File: src/rtl/fencei_rsp_pkg.sv
// Shared types and helpers for the fence.i flush responder.
// Holds the FSM state encoding, the LFSR feedback taps and the latency clamp.
package fencei_rsp_pkg;

  typedef enum logic [1:0] {
    IDLE,
    COUNT,
    ACK,
    WAIT_LOW
  } fencei_rsp_state_e;

  // Taps 16,14,13,11 expressed for a right-shifting register: bits 0,2,3,5.
  localparam logic [15:0] LFSR_TAPS = 16'h002D;

  function automatic int unsigned clamp_lat(input int unsigned r,
                                            input int unsigned min_lat,
                                            input int unsigned max_lat);
    int unsigned lat;
    lat = min_lat + r;
    return (lat > max_lat) ? max_lat : lat;
  endfunction

endpackage

File: src/rtl/fencei_flush_responder_if.sv
// fence.i flush request/acknowledge handshake between core and I-fetch side.
// The core is the master (drives req); the responder is the slave (drives ack).
interface fencei_flush_responder_if;

  logic flush_req;
  logic flush_ack;

  modport master (output flush_req, input flush_ack);
  modport slave  (input flush_req, output flush_ack);

endinterface

File: src/rtl/fencei_lfsr.sv
// Free-running 16-bit Fibonacci LFSR that advances every cycle.
// Exposes only the low OUT_W bits used as the raw random latency.
module fencei_lfsr
  import fencei_rsp_pkg::*;
#(
  parameter logic [15:0] SEED  = 16'hACE1,
  parameter int unsigned OUT_W = 8
) (
  input  logic             clk,
  input  logic             reset,
  output logic [OUT_W-1:0] rnd_o
);

  logic [15:0] lfsr_q;
  logic [15:0] lfsr_d;

  always_comb begin
    lfsr_d = {^(lfsr_q & LFSR_TAPS), lfsr_q[15:1]};
  end

  // NOTE: state registers use non-blocking assignments so every flop samples pre-edge values.
  always_ff @(posedge clk) begin
    if (reset) begin
      lfsr_q <= SEED;
    end else begin
      lfsr_q <= lfsr_d;
    end
  end

  assign rnd_o = lfsr_q[OUT_W-1:0];

endmodule

File: src/rtl/fencei_flush_responder.sv
// fence.i flush responder: acks each core flush request after a fixed or
// pseudo-random latency, flags handshake violations and counts completed flushes.
module fencei_flush_responder
  import fencei_rsp_pkg::*;
#(
  parameter int unsigned LAT_W     = 8,
  parameter int unsigned MIN_LAT   = 0,
  parameter int unsigned MAX_LAT   = 15,
  parameter logic [15:0] LFSR_SEED = 16'hACE1,
  parameter int unsigned CNT_W     = 32
) (
  input  logic                  clk,
  input  logic                  reset,
  fencei_flush_responder_if.slave fencei,
  input  logic                  cfg_rand_i,
  input  logic [LAT_W-1:0]      cfg_lat_i,
  output logic                  busy_o,
  output logic                  proto_err_o,
  output logic [CNT_W-1:0]      flush_cnt_o
);

  localparam int unsigned RANGE      = MAX_LAT - MIN_LAT + 1;
  localparam int unsigned RANGE_BITS = $clog2(RANGE);
  localparam logic [LAT_W-1:0] RANGE_MASK = LAT_W'((64'd1 << RANGE_BITS) - 64'd1);

  fencei_rsp_state_e state_q, state_d;
  logic [LAT_W-1:0]  lat_cnt_q, lat_cnt_d;
  logic              ack_q, ack_d;
  logic              err_q, err_d;
  logic              err_seen_q, err_seen_d;
  logic [CNT_W-1:0]  cnt_q, cnt_d;

  logic [LAT_W-1:0]  rnd;
  logic [LAT_W-1:0]  rand_lat;

  fencei_lfsr #(
    .SEED  (LFSR_SEED),
    .OUT_W (LAT_W)
  ) u_lfsr (
    .clk   (clk),
    .reset (reset),
    .rnd_o (rnd)
  );

  assign rand_lat = LAT_W'(clamp_lat(32'(rnd & RANGE_MASK), MIN_LAT, MAX_LAT));

  // NOTE: every always_comb output gets a default first so no path can infer a latch.
  always_comb begin
    state_d    = state_q;
    lat_cnt_d  = lat_cnt_q;
    ack_d      = 1'b0;
    err_d      = 1'b0;
    err_seen_d = err_seen_q;
    cnt_d      = cnt_q;

    unique case (state_q)
      IDLE: begin
        if (fencei.flush_req) begin
          state_d   = COUNT;
          lat_cnt_d = cfg_rand_i ? rand_lat : cfg_lat_i;
        end
      end
      COUNT: begin
        // A dropped request wins over a counter that just reached zero.
        if (!fencei.flush_req) begin
          state_d = IDLE;
          err_d   = 1'b1;
        end else if (lat_cnt_q == '0) begin
          state_d = ACK;
          ack_d   = 1'b1;
          cnt_d   = cnt_q + 1'b1;
        end else begin
          lat_cnt_d = lat_cnt_q - 1'b1;
        end
      end
      ACK: begin
        state_d = WAIT_LOW;
      end
      WAIT_LOW: begin
        if (!fencei.flush_req) begin
          state_d    = IDLE;
          err_seen_d = 1'b0;
        end else if (!err_seen_q) begin
          err_d      = 1'b1;
          err_seen_d = 1'b1;
        end
      end
      default: state_d = IDLE;
    endcase
  end

  always_ff @(posedge clk) begin
    if (reset) begin
      state_q    <= IDLE;
      lat_cnt_q  <= '0;
      ack_q      <= 1'b0;
      err_q      <= 1'b0;
      err_seen_q <= 1'b0;
      cnt_q      <= '0;
    end else begin
      state_q    <= state_d;
      lat_cnt_q  <= lat_cnt_d;
      ack_q      <= ack_d;
      err_q      <= err_d;
      err_seen_q <= err_seen_d;
      cnt_q      <= cnt_d;
    end
  end

  assign fencei.flush_ack = ack_q;
  assign busy_o           = (state_q == COUNT) || (state_q == ACK);
  assign proto_err_o      = err_q;
  assign flush_cnt_o      = cnt_q;

endmodule

File: src/flat_wrapper.sv
// flat-port wrapper written by rule: the top's interface ports become plain ports
module fencei_flush_responder_flat import fencei_rsp_pkg::*;
#(
  parameter int unsigned LAT_W     = 8,
  parameter int unsigned MIN_LAT   = 0,
  parameter int unsigned MAX_LAT   = 15,
  parameter logic [15:0] LFSR_SEED = 16'hACE1,
  parameter int unsigned CNT_W     = 32
)
  (clk, reset, cfg_rand_i, cfg_lat_i, busy_o, proto_err_o, flush_cnt_o, fencei_flush_req, fencei_flush_ack);
  fencei_flush_responder_if fencei_i ();
  input  logic clk;
  input  logic reset;
  input  logic cfg_rand_i;
  input  logic [LAT_W-1:0] cfg_lat_i;
  output logic busy_o;
  output logic proto_err_o;
  output logic [CNT_W-1:0] flush_cnt_o;
  input wire logic [$bits(fencei_i.flush_req)-1:0] fencei_flush_req;
  output wire logic [$bits(fencei_i.flush_ack)-1:0] fencei_flush_ack;
  assign fencei_i.flush_req = fencei_flush_req;
  assign fencei_flush_ack = fencei_i.flush_ack;
  fencei_flush_responder #(.LAT_W(LAT_W), .MIN_LAT(MIN_LAT), .MAX_LAT(MAX_LAT), .LFSR_SEED(LFSR_SEED), .CNT_W(CNT_W)) u_core (.clk(clk), .reset(reset), .fencei(fencei_i), .cfg_rand_i(cfg_rand_i), .cfg_lat_i(cfg_lat_i), .busy_o(busy_o), .proto_err_o(proto_err_o), .flush_cnt_o(flush_cnt_o));
endmodule
File: config.mk
export PLATFORM = sky130hd
export DESIGN_NAME = fencei_flush_responder_flat
export DESIGN_NICKNAME = d
export VERILOG_FILES = /design/src/rtl/fencei_rsp_pkg.sv /design/src/rtl/fencei_flush_responder_if.sv /design/src/rtl/fencei_lfsr.sv /design/src/rtl/fencei_flush_responder.sv /design/src/flat_wrapper.sv
export SDC_FILE = /design/constraint.sdc
export NUM_CORES = 1
export LEC_CHECK = 0
export BUFFER_PORTS_ARGS = -buffer_cell sky130_fd_sc_hd__buf_2
export CORE_MARGIN = 8
export CORE_UTILIZATION = 35
export DETAILED_ROUTE_END_ITERATION = 8
export GPL_ROUTABILITY_DRIVEN = 0
export GPL_TIMING_DRIVEN = 0
export PLACE_DENSITY = 0.57
export RECOVER_POWER = 25
export SLEW_MARGIN = 20
export SYNTH_ARGS = -nofsm -noshare
export SYNTH_HDL_FRONTEND = slang
export SYNTH_SLANG_ARGS = --single-unit
File: constraint.sdc
create_clock -name clk -period 7.23 [get_ports clk]
set_clock_uncertainty 0.1 [all_clocks]
set_input_delay 0.723 -clock clk [delete_from_list [all_inputs] [get_ports clk]]
set_output_delay 0.723 -clock clk [all_outputs]
set_load 0.02 [all_outputs]
======== Word level (Yosys, flattened, before mapping) ========
Index checks and enable logic that the tools add are counted.
operators by class
  add/sub/neg operators ................... 2
  bitwise logic cells ..................... 2
  order comparisons ....................... 1
  mux-type cells .......................... 17
  equal/unequal tests ..................... 8
  reduce and logical (&&, ||, !) cells .... 9
operators with widths
  cell                   number
  $add 32x1->32 const B  1
  $mux 8                 4
  $pmux 8 s2             1
  $reduce_xor 16->1      1
  $logic_not 8->1        1
  $mux 2                 4
  $ne 2x2->1 const B     4
  $pmux 2 s4             1
  $sub 8x1->8 const B    1
  $reduce_and 3->1       2
  $mux 1                 5
  $eq 2x2->1 const B     2
  $gt 4x4->1 const B     1
  $mux 4                 1
  $reduce_and 4->1       1
  $ne 3x2->1 const B     1
  $reduce_or 3->1        1
  $eq 2x1->1 const B     1
  $logic_not 2->1        1
  $not 1->1              2
  $pmux 1 s2             1
  $reduce_bool 2->1      1
  $logic_or 1x1->1       1
storage, ports and cells
  output and inout port bits .............. 35
  word-level logic and storage cells ...... 46
  register bits ........................... 61

======== Longest topological paths before layout ========
Gate-level depths: netlist of run 1.
  depth in word-level cells ............... 5
  mapped depth ............................ 8
  mapped depth without buffers ............ 6

======== Hierarchy ========
From an unflattened synthesis of run 1, not the netlist that was laid out.
unflattened totals
  cell total of the unflattened synthesis .. 334
  area total of the unflattened synthesis .. 2,971.6 um^2
modules (own cells, without submodules)
  module                  instances  cells an instance  area an instance (um^2)
  fencei_flush_responder  1          291                2,461.1
  fencei_lfsr             1          43                 510.5

======== Worst setup path after synthesis of run 1 ========
OpenSTA, ideal clock, no wires.
  path type ............................... reg-to-reg
  from .................................... register u_core.lat_cnt_q[0]
  to ...................................... register u_core.cnt_q[31] (netlist: u_core.flush_cnt_o[31])
  period minus slack after synthesis ...... 2.430 ns
  slack ................................... 4.800 ns
  cell stages (with the launch flop) ...... 9
  data arrival time ....................... 2.210 ns
  cell sequence ........................... dfxtp_1 -> inv_1 -> ha_1 -> or3b_2 -> buf_6 -> or3_1 -> clkbuf_2 -> nor4_1 -> mux2_2
between the ends
  word-level cells in the longest chain between the ends .. 2
ends and longest elaborated chain
  item                               RTL line                       RTL
  from (decl)                        fencei_flush_responder.sv:27   logic [LAT_W-1:0] lat_cnt_q, lat_cnt_d;
  from (signal assigned)             fencei_flush_responder.sv:102  lat_cnt_q <= lat_cnt_d;
  $logic_not 8->1                    fencei_flush_responder.sv:68   end else if (lat_cnt_q == '0) begin
  $reduce_and 3->1 (no source line)  -
  to (signal assigned)               fencei_flush_responder.sv:106  cnt_q <= cnt_d;
  to (decl)                          fencei_flush_responder.sv:31   logic [CNT_W-1:0] cnt_q, cnt_d;
No other way between the ends.
A chain may end at the register's enable or synchronous reset.

======== Worst setup path after layout of run 1 ========
Ends and elaborated chain as after synthesis.

==> results of run 1 <==
==> power groups by stage <==
stage,Clock [W],Combinational [W],Sequential (W)
2_1_floorplan,0,0.000255,0.000400
3_3_place_gp,0,0.000332,0.000400
3_5_place_dp,0,0.000331,0.000401
4_1_cts,0.000389,0.000333,0.000394
6_report,0.000377,0.000333,0.000395
5_1_grt,0.000403,0.000369,0.000400
==> through the flow <==
step	util, %	cell area (um2)	hold WS, ps	worst slack (ps)
floorplan	-	2962	289.5	4800
global placement	40.32	3313	294.1	4435
detailed placement	40.32	3313	298.4	4450
CTS	43.34	3561	318.4	4524
global route	43.20	3550	329.9	4366
finish	43.20	3550	315.5	4538
==> flip-flops by register name (all words and copies together), names as in the netlist, named ones only <==
register / cells
u_core.state_q: 1
u_core.fencei.flush_ack: 1
u_core.proto_err_o: 1
u_core.lat_cnt_q: 8
u_core.err_seen_q: 1
u_core.u_lfsr.lfsr_q: 16
u_core.flush_cnt_o: 32
==> final timing paths <==
| check | startpoint | endpoint | slack (ps) | cells past startpoint |
|---|---|---|---|---|
| worst max-delay path | u_core.lat_cnt_q[0] | u_core.flush_cnt_o[31] | 4540 | 8 |
| worst min-delay path | u_core.u_lfsr.lfsr_q[14] | u_core.u_lfsr.lfsr_q[13] | 320 | 1 |
| worst max register to register | u_core.lat_cnt_q[0] | u_core.flush_cnt_o[31] | 4540 | 8 |
| worst min register to register | u_core.u_lfsr.lfsr_q[14] | u_core.u_lfsr.lfsr_q[13] | 320 | 1 |
==> cells in the mapped netlist, types with 9 or more instances <==
master / number / area share (%)
nand4_1: 9 / 1.9
nor2_1: 22 / 2.8
o31ai_1: 14 / 3.5
dfxtp_1: 61 / 41
nand2_1: 18 / 2.3
or4_1: 14 / 3.5
a21oi_1: 26 / 4.4
nor2b_1: 17 / 3.6
clkbuf_1: 17 / 2.2
nor4_1: 14 / 3.0
nand3_1: 11 / 1.9
o21ai_0: 11 / 1.9
==> cell families (layout without fill, tap and decap cells) <==
group | Yosys count | in the layout | share of synthesized area (%)
AO/OA/AOI/OAI | 70 | 70 | 14.96
AND/OR/NAND/NOR | 143 | 143 | 27.97
adder cells (fa/ha/maj) | 8 | 8 | 3.380
buffers and inverters | 31 | 91 | 4.732
flip-flops | 61 | 61 | 41.23
multiplexers | 14 | 14 | 5.070
XOR/XNOR | 9 | 9 | 2.662
==> cell type report <==
class / instances / area share [%]
Sequential cell: 61 / 34.40
Clock buffer: 10 / 3.877
Clock inverter: 6 / 3.102
Multi-Input combinational cell: 244 / 45.08
Buffer: 23 / 3.102
Tap cell: 105 / 3.701
Timing Repair Buffer: 44 / 5.886
Inverter: 8 / 0.8460
==> metal layers <==
metal | GRT usage [%] | vias up | share of wire (%)
met3 | 4.462 | 5 | 6.9
met4 | 4.460 | 0 | 0.72
li1 | - | 1344 | -
met1 | 15.88 | 1237 | 46
met5 | 0 | - | 0
met2 | 21.58 | 79 | 46
==> critical path, cell delays in order, from the launching register on <==
cell	delay (ps)
dfxtp_1	340
inv_1	110
ha_1	170
or3b_2	450
buf_6	150
or3_1	360
clkbuf_2	210
nor4_1	320
mux2_2	370
==> impl_metrics.ini, run 1 <==
[clocking]
clockRootBuffer = clkbuf_8
cts_buffers = 9
cts_tree = yes
postCtsHoldBufs = 0
clk_latency_ps = 340
cts_resized = 0
cts_setup_buffers = 0
ctsHtreeMaxLevel = 3
cts_sinks = 61
clockBufferDepth = 2
path_clk_slew_ps = 70

[routing]
wirelength_um = 7361
num_vias = 2665
drc = 0
via_per_inst = 5.319
firstDrtPassIters = 4
drt_iter0_markers = 109
wl_per_cell_um = 14.69
ant_nets = 0

[sta]
finalHoldViolCount = 0
setup_viol = 0
tightest_slew_ps = 681.0
rsz0062_at_grt = no
setup_tns_ps = 0
period_share_pct = 37.24
layout_min_cycle_time_ps = 2692
slew_headroom_pct = 54.18
fmax_mhz = 371.4
report.final.slew_viol_count = 0

[global_route]
grt_pass1_wl_um = 12450
grt_overflow_total = 0
gr-usage-all-layers_pct = 13.21
antenna_found_initial = 0
grt_pass1_vias = 2592
grt_max_degree = 12

[synthesis]
synth_seq_area_share_pct = 41.23
syn-cell-area_mm2 = 0.002962
yosys_warnings = 0
synth_cell_types = 46
synthArstFlopShare_pct = 0
syn_nets = 356
ys_ff_latch = 61
synth-edff-count = 0
syn-instance-count = 336
avgSynthCellArea_um2 = 8.814
ys.flop_type = dfxtp_1

[final_layout]
final_cell_mix = dfxtp_1, buf_2, clkbuf_1, a21oi_1, nor2_1
fill_cells = 829
seq_area_mm2 = 0.001221
layout-drive-gt1-share_pct = 19.44
layout_commonest_cell = dfxtp_1
diodes = 0
multiInputGateArea_mm2 = 0.001600
area_delta_synth_final_pct = 19.86
fin_cells = 501
nets = 411

[floorplanning]
die_w_um = 108.0
dieArea_mm2 = 0.01166
pin_count = 47
die_y_um = 108.0
num_rows = 33
core-area_mm2 = 0.008217
start_util_pct = 36.04

[placed_design]
dp.cells = 485
port_buffers = 44
dp_hpwl_um = 5222

[power]
p_leak_nw = 1.311
p_comb_share_pct = 30.1
switching_power_w = 0.0003683
switching_share_pct = 33.33
internal_power_w = 0.0007367
power.density_mw_per_mm2 = 311.3
sequentialPowerShare_pct = 35.7
peakVddDrop_mv = 0.1770
p_clk_share_pct = 34.1
total_power_w = 0.001105

[run]
maxCapViolCount = 0

[setup_path]
cp-end-kind = flip-flop
critPathMaxFanout = 10
criticalPathCategory = flip-flop to flip-flop
required_ps = 7360
worstPathArrival_ps = 2820
worstSetupStartpointType = flip-flop

[status]
status = complete, no violations

[hold_path]
hold_path.class = flip-flop to flip-flop
Power figures use the tool's default switching activity.
==> inputs of run 2 (changes only) <==
- PLACE_DENSITY: 0.57 -> 0.59
- clock period: 7.23 -> 2.3 ns (I/O delays scaled with it)
==> run 2 against run 1 <==
Against the previous run: the flow now finishes with violations (setup timing); non-clock buffer count up 9; routed wire length up 13%; setup slack worse by 4600 ps; design area up 10%; die area unchanged; critical endpoint is now u_core.flush_cnt_o[26]; highest routed layer unchanged; clock power rose to 3.2 times the previous value.
==> impl_metrics.ini, run 2 (synthesis results as in run 1) <==
[final_layout]
nets = 420
layout-drive-gt1-share_pct = 31.19
layout_commonest_cell = dfxtp_1
largest_reg_flops = 32
diodes = 0
final_cell_mix = dfxtp_1, buf_2, nor2_1
fill_cells = 802
area_delta_synth_final_pct = 32.15
fin_cells = 509

[global_route]
antenna_found_initial = 0
met3_usage_pct = 4.938
grt_overflow_total = 0
grt_max_degree = 11
grt.busiest_layer = met2
grt_pass1_vias = 2709
grt_use_met1_pct = 16.57
grtUsageMet2_pct = 22.97
grt_pass1_wl_um = 13170
gr-usage-all-layers_pct = 13.95

[status]
violations = setup timing
status = finished with violations

[sta]
rsz0062_at_grt = yes
setup_slack_ps = -32.64
period_share_pct = 101.4
setup_viol = 11
tightest_slew_ps = 804.3
finalHoldViolCount = 0
report.final.slew_viol_count = 0
setup_tns_ps = -194.2
fmax_mhz = 428.7
slew_headroom_pct = 45.88
layout_min_cycle_time_ps = 2333

[clocking]
clockRootBuffer = clkbuf_8
postCtsHoldBufs = 0
clockBufferDepth = 2
path_clk_slew_ps = 70
cts_sinks = 61
ctsHtreeMaxLevel = 3
cts_tree = yes
clk_latency_ps = 350
cts_buffers = 9

[power]
switching_share_pct = 33.03
p_leak_nw = 1.559
p_clk_share_pct = 32.2
peakVddDrop_mv = 0.6329
switching_power_w = 0.001229
power.density_mw_per_mm2 = 950.4
p_comb_share_pct = 33.9
total_power_w = 0.003720
internal_power_w = 0.002491
sequentialPowerShare_pct = 33.8

[setup_path]
criticalPathCategory = flip-flop to flip-flop
rrSetupSlack_ps = -30
worstPathArrival_ps = 2510
worstSetupStartpointType = flip-flop
cp-end-kind = flip-flop
required_ps = 2480
worstSetupEndpoint = u_core.flush_cnt_o[26]
reg2reg_depth = 8
r2r_end = u_core.flush_cnt_o[26]
critPathMaxFanout = 4
crit_path_start = u_core.lat_cnt_q[0]
r2r_start = u_core.lat_cnt_q[0]

[floorplanning]
start_util_pct = 36.04
dieArea_mm2 = 0.01166
pin_count = 47
die_y_um = 108.0
num_rows = 33
die_w_um = 108.0
core-area_mm2 = 0.008217

[hold_path]
hold_path.class = input pin to flip-flop
min_from = cfg_lat_i[5]

[routing]
wirelength_um = 8299
firstDrtPassIters = 4
num_vias = 2812
wl_per_cell_um = 16.30
drt_iter0_markers = 97
ant_nets = 0
via_per_inst = 5.525
drc = 0

[placed_design]
dp.cells = 485
dp_hpwl_um = 5374
dp_slack_ps = -271.8
port_buffers = 44

[run]
maxCapViolCount = 0
## run 2: changes by cell type in the layout (fill, tap and decap cells not counted), sizes merged
cell      delta
buf         +15
clkbuf       -5
clkinvlp     -2
## run 2: worst max-delay path, cell delays in order, from the launching register on
cell and delay [ps]:
dfxtp_2 330, inv_2 70, ha_4 130, or3b_4 380
buf_6 130, buf_4 120, or4_4 470, or4_1 410
a21oi_1 130
## run 2: per-layer routing
layer	up-vias	part of all wire, %
met1	1352	45
li1	1366	-
met3	15	5.4
met2	79	48
met4	0	1.4
met5	-	0
## run 2: final cells by class
cell class              instances  area [um2]  share of cell area (%)
inverters                       8       30.03                  0.7673
plain buffers                  20       123.9                   3.165
clock buffers                  11       151.4                   3.868
repair buffers                 56       335.3                   8.568
flip-flops and latches         61        1231                   31.46
well taps                     105       131.4                   3.357
multi-input cells             244        1815                   46.39
clock inverters                 4       95.09                   2.430
## run 2: timing repair
action / in CTS / in global routing
gates cloned: 2 / 0
pin swaps: 18 / 6
resized for setup: 33 / 17
setup buffers: 6 / 4
setup endpoints to repair: 25 / 25
## run 2: how the worst min path moves through the flow
stage | to | slack [ps] | cells after the start
detailed placement | u_core.u_lfsr.lfsr_q[13] | 300 | 1
global placement | u_core.u_lfsr.lfsr_q[13] | 300 | 1
global route | u_core.lat_cnt_q[0] | 230 | 4
CTS | u_core.lat_cnt_q[5] | 170 | 4
floorplan | u_core.u_lfsr.lfsr_q[10] | 290 | 1
finish | u_core.lat_cnt_q[5] | 190 | 4
## run 2: stage by stage
step,hold slack (ps),utilization [%],cell area (um2)
after detailed placement,297.2,40.84,3356
final,192.2,47.63,3914
after global routing,226.4,47.63,3914
after CTS,170.9,46.66,3834
after floorplan,289.5,-,3004
after global placement,295.2,40.84,3356
## run 2: power groups by stage
stage               clock network [W]  registers [W]  logic, W
floorplan                           0        0.00126  0.000814
detailed placement                  0        0.00127   0.00107
finish                        0.00120        0.00126   0.00126
CTS                           0.00122        0.00125   0.00120
global placement                    0        0.00126   0.00105
global route                  0.00126        0.00127   0.00138
==> inputs of run 3 (changes only) <==
--- a/config.mk
+++ b/config.mk
@@ -7,4 +7,6 @@
 export LEC_CHECK = 0
 export BUFFER_PORTS_ARGS = -buffer_cell sky130_fd_sc_hd__buf_2
+export CELL_PAD_IN_SITES_DETAIL_PLACEMENT = 1
+export CELL_PAD_IN_SITES_GLOBAL_PLACEMENT = 1
 export CORE_MARGIN = 8
 export CORE_UTILIZATION = 35
@@ -12,5 +14,5 @@
 export GPL_ROUTABILITY_DRIVEN = 0
 export GPL_TIMING_DRIVEN = 0
-export PLACE_DENSITY = 0.59
+export PLACE_DENSITY = 0.73
 export RECOVER_POWER = 25
 export SLEW_MARGIN = 20
@@ -18,2 +20,3 @@
 export SYNTH_HDL_FRONTEND = slang
 export SYNTH_SLANG_ARGS = --single-unit
+export TNS_END_PERCENT = 5
==> constraint.sdc (replaced) <==
create_clock -name clk -period 2.3 [get_ports clk]
set_clock_uncertainty 0.1 [all_clocks]
set_input_delay 0.46 -clock clk [delete_from_list [all_inputs] [get_ports clk]]
set_output_delay 0.46 -clock clk [all_outputs]
set_load 0.02 [all_outputs]
==> run 3 against run 2 <==
Against the previous run: clock-buffer cell count shrank 2; via count rose by 0.14%; the flow still finishes with violations (setup timing); critical path type unchanged; first-iteration DRC count down 26%; non-clock buffer count down 1.
==> impl_metrics.ini, run 3 (synthesis results as in run 1) <==
[clocking]
postCtsHoldBufs = 0
clockBufferDepth = 2
clk_latency_ps = 350
clockRootBuffer = clkbuf_8
cts_tree = yes
cts_sinks = 61
cts_buffers = 9
path_clk_slew_ps = 70
ctsHtreeMaxLevel = 3

[setup_path]
required_ps = 2430
critPathMaxFanout = 5
crit_path_start = u_core.lat_cnt_q[1]
crit_path_top_delay_cell = or3_4
reg2reg_depth = 8
critical_path_cell_count = 8
crit_family = simple AND/OR/NAND/NOR gates
r2r_start = u_core.lat_cnt_q[1]
path_cells = inv_2 > ha_4 > or3b_4 > buf_6 > or3_4 > clkbuf_16 > nor4_4 > mux2_4
crit_buf_inv = 3
worstPathArrival_ps = 2470
cp_slowest_stage_delay_ps = 390
cp-end-kind = flip-flop
r2r_end = u_core.flush_cnt_o[27]
worstSetupStartpointType = flip-flop
rrSetupSlack_ps = -40
criticalPathCategory = flip-flop to flip-flop

[sta]
setup_tns_ps = -151.8
tightest_slew_ps = 850.7
period_share_pct = 101.6
layout_min_cycle_time_ps = 2337
fin_hold_ws_ps = 316.6
report.final.slew_viol_count = 0
fmax_mhz = 427.9
slew_headroom_pct = 42.76
rsz0062_at_grt = yes
finalHoldViolCount = 0
setup_slack_ps = -37.10
setup_viol = 8

[run]
maxCapViolCount = 0

[global_route]
antenna_found_initial = 0
grt_pass1_vias = 2987
grt_max_degree = 13
grt_pass1_wl_um = 14730
grt_overflow_total = 0
gr-usage-all-layers_pct = 15.65

[power]
power.density_mw_per_mm2 = 919.3
p_leak_nw = 1.494
switching_power_w = 0.001288
switching_share_pct = 36.72
p_clk_share_pct = 27.6
p_comb_share_pct = 36.5
peakVddDrop_mv = 0.5465
sequentialPowerShare_pct = 35.8
internal_power_w = 0.002221

[floorplanning]
num_rows = 33
dieArea_mm2 = 0.01166
start_util_pct = 36.04
die_y_um = 108.0
core-area_mm2 = 0.008217
die_w_um = 108.0
pin_count = 47

[final_layout]
largest_reg_flops = 32
layout-drive-gt1-share_pct = 28.96
final_cell_mix = dfxtp_1, buf_2, a21oi_1
final_area_mm2 = 0.003817
nets = 419
layout_commonest_cell = dfxtp_1
area_delta_synth_final_pct = 28.90
final_util_pct = 46.46
diodes = 0

[status]
violations = setup timing
status = finished with violations

[routing]
wl_per_cell_um = 17.33
drt_iter0_markers = 72
firstDrtPassIters = 4
via_per_inst = 5.532
wirelength_um = 8819
ant_nets = 0
drc = 0
num_vias = 2816

[hold_path]
hold_path.class = flip-flop to flip-flop
min_path_cells = 1
min_from = u_core.u_lfsr.lfsr_q[14]
holdPathEnd = u_core.u_lfsr.lfsr_q[13]

[placed_design]
postPlaceCellArea_mm2 = 0.003356
dp_hpwl_um = 6053
port_buffers = 44
-- run 3: cell count changes in the layout (fill, tap and decap cells not counted), sizes merged --
| cell | before | now |
|---|---|---|
| buf | 55 | 57 |
| clkbuf | 32 | 27 |
| clkinvlp | 0 | 5 |
| bufinv | 3 | 1 |
-- run 3: power groups by stage --
| stage | clock, W | combinational, W | sequential, W |
|---|---|---|---|
| final | 0.000970 | 0.00128 | 0.00126 |
| after global routing | 0.00104 | 0.00141 | 0.00127 |
| after CTS | 0.00100 | 0.00121 | 0.00125 |
| after detailed placement | 0 | 0.00110 | 0.00127 |
| after global placement | 0 | 0.00106 | 0.00127 |
| after floorplan | 0 | 0.000814 | 0.00126 |
-- run 3: worst max-delay path by stage --
stage                                         to  slack, ps
after floorplan           u_core.flush_cnt_o[24]        -30
after global placement    u_core.flush_cnt_o[29]       -190
after detailed placement  u_core.flush_cnt_o[29]       -260
after CTS                 u_core.flush_cnt_o[27]        -40
after global routing      u_core.flush_cnt_o[18]       -120
final                     u_core.flush_cnt_o[27]        -40
-- run 3: cell type report --
cell class                 count  area (um2)
clock inverter                 7       76.32
buffer                        20       123.9
clock buffer                   9       123.9
multi-input combinational    244        1773
fill                         978        4399
sequential                    61        1226
tap                          105       131.4
inverter                       8       30.03
timing repair buffer          55       332.8
-- run 3: metrics by stage --
step / std cells / setup slack [ps] / power [W]
6_report: 509 / -37.10 / 0.003509
5_1_grt: 509 / -124.3 / 0.003722
4_1_cts: 506 / -42.65 / 0.003466
3_5_place_dp: 485 / -264.0 / 0.002372
3_3_place_gp: 485 / -187.0 / 0.002329
2_1_floorplan: 336 / -27.40 / 0.002075
-- run 3: routing by layer --
metal / GRT usage, % / share of wire (%) / up-vias
li1: - / - / 1370
met1: 17.83 / 44 / 1382
met2: 27.64 / 50 / 52
met3: 4.819 / 5.1 / 12
met4: 4.063 / 0.99 / 0
met5: 0 / 0 / -
-- run 3: what timing repair did --
item | in CTS | in global routing
gates resized for setup | 30 | 11
cloned | 2 | 0
buffers inserted | 6 | 3
setup endpoints to repair | 28 | 27
pin swaps | 13 | 5
hold endpoints to repair | 0 | 0
